===== src/rtl/lfsr_sched_pkg.sv =====
// Shared types and constants for the LFSR burst scheduler.
// Imported by the LFSR step register and the arbiter top.
package lfsr_sched_pkg;

  typedef enum logic {
    IDLE  = 1'b0,
    BURST = 1'b1
  } state_e;

  localparam logic [15:0] LFSR_TAPS = 16'hD008;
  localparam logic [15:0] LFSR_SEED = 16'h0001;

  // x^16+x^15+x^13+x^4+1, left shift, feedback into bit 0
  function automatic logic [15:0] lfsr_next(
    input logic [15:0] v
  );
    return {v[14:0], ^(v & LFSR_TAPS)};
  endfunction

  function automatic logic [15:0] seed_fix(
    input logic [15:0] s
  );
    return (s == 16'h0000) ? LFSR_SEED : s;
  endfunction

endpackage


===== src/rtl/lfsr16_step.sv =====
// 16-bit LFSR register with seed load and step enable.
// A zero seed is replaced so the lock-up state is unreachable.
module lfsr16_step
  import lfsr_sched_pkg::*;
(
  input  logic        clk,
  input  logic        rst_n,
  input  logic        load_i,
  input  logic [15:0] seed_i,
  input  logic        en_i,
  output logic [15:0] q_o
);

  logic [15:0] q_q, q_d;

  always_comb begin
    q_d = q_q;
    if (load_i) begin
      q_d = seed_fix(seed_i);
    end else if (en_i) begin
      q_d = lfsr_next(q_q);
    end
  end

  always_ff @(posedge clk or negedge rst_n) begin
    if (!rst_n) begin
      q_q <= LFSR_SEED;
    end else begin
      q_q <= q_d;
    end
  end

  assign q_o = q_q;

endmodule


===== src/rtl/lfsr_burst_arbiter.sv =====
// Round-robin burst scheduler sharing one LFSR pattern source.
// Words advance the generator only when accepted by the grantee.
module lfsr_burst_arbiter
  import lfsr_sched_pkg::*;
#(
  parameter int NREQ      = 4,
  parameter int BURST_LEN = 4
) (
  input  logic            clk,
  input  logic            rst_n,
  input  logic [NREQ-1:0] req_i,
  input  logic [NREQ-1:0] rdy_i,
  input  logic            seed_we_i,
  input  logic [15:0]     seed_i,
  output logic [NREQ-1:0] gnt_o,
  output logic            valid_o,
  output logic [15:0]     data_o,
  output logic            last_o,
  output logic            busy_o
);

  localparam int CW = (BURST_LEN > 1) ? $clog2(BURST_LEN) : 1;
  localparam int PW = $clog2(NREQ);
  localparam logic [CW-1:0] CNT_LAST = CW'(BURST_LEN - 1);
  localparam logic [PW-1:0] PTR_MAX  = PW'(NREQ - 1);
  localparam logic          ONE_WORD = (BURST_LEN == 1);
  localparam logic [NREQ-1:0] GNT_ONE = NREQ'(1);

  state_e          state_q, state_d;
  logic [NREQ-1:0] gnt_q, gnt_d;
  logic [PW-1:0]   gidx_q, gidx_d;
  logic [PW-1:0]   ptr_q, ptr_d;
  logic [CW-1:0]   cnt_q, cnt_d;
  logic            valid_q, valid_d;
  logic            last_q, last_d;
  logic            pend_q, pend_d;
  logic [15:0]     pseed_q, pseed_d;

  logic            found;
  logic [PW-1:0]   pick;
  logic            xfer;
  logic            load;
  logic [15:0]     load_val;
  logic [CW-1:0]   cnt_inc;
  int              k;

  always_comb begin
    found = 1'b0;
    pick  = '0;
    k     = 0;
    for (int i = 0; i < NREQ; i++) begin
      k = int'(ptr_q) + i;
      if (k >= NREQ) k = k - NREQ;
      if (!found && req_i[k]) begin
        found = 1'b1;
        pick  = PW'(k);
      end
    end
  end

  assign xfer     = valid_q & |(gnt_q & rdy_i);
  assign load     = (state_q == IDLE) & (seed_we_i | pend_q);
  assign load_val = seed_we_i ? seed_i : pseed_q;
  assign cnt_inc  = cnt_q + 1'b1;

  always_ff @(posedge clk or negedge rst_n) begin
    if (!rst_n) begin
      state_q <= IDLE;
    end else begin
      state_q <= state_d;
    end
  end

  always_comb begin
    state_d = state_q;
    unique case (state_q)
      IDLE:  if (!load && found) state_d = BURST;
      BURST: if (xfer && last_q) state_d = IDLE;
      default: state_d = IDLE;
    endcase
  end

  always_comb begin
    busy_o = (state_q != IDLE) | pend_q;
  end

  always_comb begin
    gnt_d   = gnt_q;
    gidx_d  = gidx_q;
    ptr_d   = ptr_q;
    cnt_d   = cnt_q;
    valid_d = valid_q;
    last_d  = last_q;
    pend_d  = pend_q;
    pseed_d = pseed_q;
    unique case (state_q)
      IDLE: begin
        if (load) begin
          pend_d = 1'b0;
        end else if (found) begin
          gnt_d   = GNT_ONE << pick;
          gidx_d  = pick;
          cnt_d   = '0;
          valid_d = 1'b1;
          last_d  = ONE_WORD;
        end
      end
      BURST: begin
        // seed writes are parked until the burst drains
        if (seed_we_i) begin
          pend_d  = 1'b1;
          pseed_d = seed_i;
        end
        if (xfer) begin
          cnt_d = cnt_inc;
          if (last_q) begin
            gnt_d   = '0;
            valid_d = 1'b0;
            last_d  = 1'b0;
            ptr_d   = (gidx_q == PTR_MAX) ? '0 : gidx_q + 1'b1;
          end else begin
            last_d = (cnt_inc == CNT_LAST);
          end
        end
      end
      default: ;
    endcase
  end

  always_ff @(posedge clk or negedge rst_n) begin
    if (!rst_n) begin
      gnt_q   <= '0;
      gidx_q  <= '0;
      ptr_q   <= '0;
      cnt_q   <= '0;
      valid_q <= 1'b0;
      last_q  <= 1'b0;
      pend_q  <= 1'b0;
      pseed_q <= '0;
    end else begin
      gnt_q   <= gnt_d;
      gidx_q  <= gidx_d;
      ptr_q   <= ptr_d;
      cnt_q   <= cnt_d;
      valid_q <= valid_d;
      last_q  <= last_d;
      pend_q  <= pend_d;
      pseed_q <= pseed_d;
    end
  end

  lfsr16_step u_lfsr (
    .clk    (clk),
    .rst_n  (rst_n),
    .load_i (load),
    .seed_i (load_val),
    .en_i   (xfer),
    .q_o    (data_o)
  );

  assign gnt_o   = gnt_q;
  assign valid_o = valid_q;
  assign last_o  = last_q;

endmodule


===== config.mk =====
export PLATFORM = sky130hd
export DESIGN_NAME = lfsr_burst_arbiter
export DESIGN_NICKNAME = d
export VERILOG_FILES = /design/src/rtl/lfsr_sched_pkg.sv /design/src/rtl/lfsr16_step.sv /design/src/rtl/lfsr_burst_arbiter.sv
export SDC_FILE = /design/constraint.sdc
export NUM_CORES = 1
export LEC_CHECK = 0
export CAP_MARGIN = 30
export CORE_MARGIN = 2
export CORE_UTILIZATION = 45
export DETAILED_ROUTE_END_ITERATION = 8
export PLACE_DENSITY = 0.71
export SYNTH_ARGS = -nofsm -noshare
export SYNTH_HDL_FRONTEND = slang
export SYNTH_SLANG_ARGS = --single-unit

===== constraint.sdc =====
create_clock -name clk -period 3.72 [get_ports clk]
set_clock_uncertainty 0.2 [all_clocks]
set_input_delay 0.744 -clock clk [delete_from_list [all_inputs] [get_ports clk]]
set_output_delay 0.744 -clock clk [all_outputs]
set_load 0.03 [all_outputs]

==> flow_metrics.env <==
export IMPL_hp_class="input pin to asynchronous set/reset pin"
export IMPL_fin_crit_ns=2.73
export IMPL_antenna_found_initial=0
export IMPL_tightest_slew_ns=0.869
export IMPL_synth_cell_types=44
export IMPL_crit_type="flop to primary output"
export IMPL_cts_tree="done"
export IMPL_ys_ff_latch=46
export IMPL_met2_length_mm=2.39
export IMPL_vias=1794
export IMPL_dp_hpwl_mm=3.85
export IMPL_wl_per_cell_um=15.1
export IMPL_gp_congestion=0.799
export IMPL_peakVddDrop_mv=0.374
export IMPL_drive_above_1_share_pct=12.5
export IMPL_core_region_area_mm2=0.00507
export IMPL_via_per_inst=5.37
export IMPL_maxCapViolations=0
export IMPL_clock_fmax_ghz=0.366
export IMPL_async_reset_ff_share_pct=100
export IMPL_slew_violations=0
export IMPL_hold_buffers=0
export IMPL_fin_crit_sh_pct=73.5
export IMPL_rsz0062_at_grt="false"
export IMPL_ctsResizeCount=0
export IMPL_first_pass_iters=4
export IMPL_drtIter0Drc=142
export IMPL_diodes=0
export IMPL_grt_start_max_net_pins=33
export IMPL_yosys_warnings=0
export IMPL_syn_num_nets=242
export IMPL_fp_dieArea_mm2=0.00580
export IMPL_grt_pass1_vias=1748
export IMPL_drc=0
export IMPL_synth_enable_flop_cells=0
export IMPL_drt_wl_total_mm=5.04
export IMPL_die_h_um=76.1
export IMPL_slew_headroom_pct=42.0
export IMPL_status="finished, final reports clean"
export IMPL_post_cts_buffers=0
export IMPL_power_leakage_nw=1.29
export IMPL_cts_buffers=5
export IMPL_start_kind="flop"
export IMPL_final_net_count=292
export IMPL_gr_usage_all_layers_pct=18.3
export IMPL_power_density_mw_per_mm2=853
export IMPL_met1_length_mm=2.38
export IMPL_regArea_mm2=0.00115
export IMPL_hold_viol=0
export IMPL_worst_endpoint_arrival_ns=1.79
export IMPL_setup_viol=0
export IMPL_synth_area_mm2=0.00234
export IMPL_grt_pass1_wl_mm=8.54
export IMPL_clockRootBuffer="clkbuf_8"
export IMPL_synthesis_instances=213
export IMPL_ant_nets=0
export IMPL_cts_buffer_depth=2
export IMPL_highest_layer="met4"
export IMPL_synth_area_per_cell_um2=11.0
export IMPL_areaGrowthSynthToFinish_pct=28.2
export IMPL_synth_flop_cell="dfrtp_1"
export IMPL_clkTransAtPathRegs_ns=0.08
export IMPL_clk_latency_ns=0.30
export IMPL_dp_cells=326
export IMPL_final_setup_tns_ns=0
export IMPL_grt_ovfl_total=0
export IMPL_die_x_um=76.1
export IMPL_dr_wl_met3_um=181
export IMPL_worstPathMaxFanout=15
export IMPL_final_cells=334
export IMPL_crit_path_end_kind="primary output"
export IMPL_io_pins=50
export IMPL_start_util_pct=46.1
export IMPL_fillers=471
export IMPL_cts_sinks=46
export IMPL_crit_required_ns=2.78
export IMPL_fp_row_count=26
export IMPL_cts_htree_levels=2
export IMPL_seq_area_frac_synth_pct=49.2
export IMPL_multiInputGateArea_mm2=0.00111
export IMPL_io_buffers=49
## critical path, stage by stage (launching register included)
cell and delay, ns:
dfrtp_1 0.61, or2_1 0.20, clkdlybuf4s50_1 0.67
## per-layer routing
metal  up-vias  GRT usage (%)
met5         -              0
met4         0           5.27
met3         6           4.38
met2        43           29.5
met1       858           24.9
li1        887              -
## flip-flops by register name, summed over array words and instances, names as in the netlist
name	flops
cnt_q	2
state_q	1
ptr_q	2
pseed_q	16
u_lfsr.q_o	16
valid_o	1
last_o	1
pend_q	1
gnt_o	4
gidx_q	2
## path summary, 6_finish.rpt
path | start | end | slack, ns | cells past startpoint
worst min-delay path | rst_n | pseed_q[12]$_DFFE_PN0P_ | 0.14 | 1
max in group asynchronous | rst_n | u_lfsr.q_o[0]$_DFFE_PN1P_ | 2.64 | 2
worst max-delay path | state_q$_DFF_PN0_ | busy_o | 0.99 | 2
worst max register to register | state_q$_DFF_PN0_ | u_lfsr.q_o[11]$_DFFE_PN0P_ | 1.70 | 4
min in group clk | cnt_q[0]$_DFFE_PN0P_ | cnt_q[0]$_DFFE_PN0P_ | 0.30 | 1
worst min register to register | cnt_q[0]$_DFFE_PN0P_ | cnt_q[0]$_DFFE_PN0P_ | 0.30 | 1
## report_power, final
group	switching, mW	leakage (nW)	internal (mW)
registers	0.206	0.536	0.739
clock network	0.172	0.0585	0.201
logic	0.663	0.695	0.577
total	1.04	1.29	1.52
## cell usage in the layout, fill, tap and decap left out, drive strengths merged, types with 2 or more instances in the layout
master          n
a211oi         10
a21oi          16
a22o            2
buf             5
clkbuf          5
clkdlybuf4s50  48
dfrtp          45
ha              2
inv             4
mux2           13
mux2i          26
nand2          14
nand2b          3
nor2           17
nor2b           9
nor4            4
o211ai          2
o21ai           9
o32ai           4
or2             3
or4             2
xnor2           2
## cell type report
| type | instances | share of cell area (%) |
|---|---|---|
| Tap cell | 70 | 2.92 |
| Clock inverter | 3 | 1.46 |
| Multi-Input combinational cell | 154 | 37.0 |
| Inverter | 3 | 0.375 |
| Timing Repair Buffer | 53 | 17.6 |
| Sequential cell | 46 | 38.4 |
| Clock buffer | 5 | 2.29 |
## stage by stage
| step | power (mW) | hold slack [ns] | setup WS [ns] | utilization, % | area (um2) |
|---|---|---|---|---|---|
| final | 2.56 | 0.142 | 0.988 | 59.1 | 3000 |
| after global routing | 2.73 | 0.154 | 0.906 | 59.1 | 3000 |
| after CTS | 2.58 | 0.146 | 0.970 | 59.1 | 3000 |
| after detailed placement | 2.20 | 0.282 | 0.852 | 56.9 | 2890 |
| after global placement | 2.17 | 0.279 | 0.890 | 56.5 | 2870 |
| after floorplan | 1.77 | 0.248 | 1.73 | - | 2340 |
## logic make-up (layout without fill, tap and decap cells)
group | Yosys count | in the layout | synth area share (%)
muxes | 39 | 39 | 17.4
and+or+nand+nor | 58 | 58 | 12.5
xor gates and xnor gates | 3 | 3 | 1.12
buffers and inverters | 13 | 64 | 3.37
DFF | 46 | 46 | 49.2
adders and majority gates | 2 | 2 | 1.07
AOI/OAI and AO/OA | 52 | 52 | 15.3
## synth_stat cells, drive strengths merged (2+ instances only)
library cell   n  area (um2)
dfrtp         45        1130
mux2i         26         260
nor2          17        63.8
a21oi         16        80.1
nand2         14        52.6
mux2          13         146
a211oi        10        80.1
nor2b          9        56.3
o21ai          9        52.6
buf            8        60.1
nor4           4        25.0
o32ai          4        35.0
inv            3        11.3
nand2b         3        18.8
or2            3        18.8
a22o           2        17.5
clkbuf         2        7.51
ha             2        25.0
o211ai         2        15.0
or4            2        15.0
xnor2          2        17.5
Power figures use the tool's default switching activity.
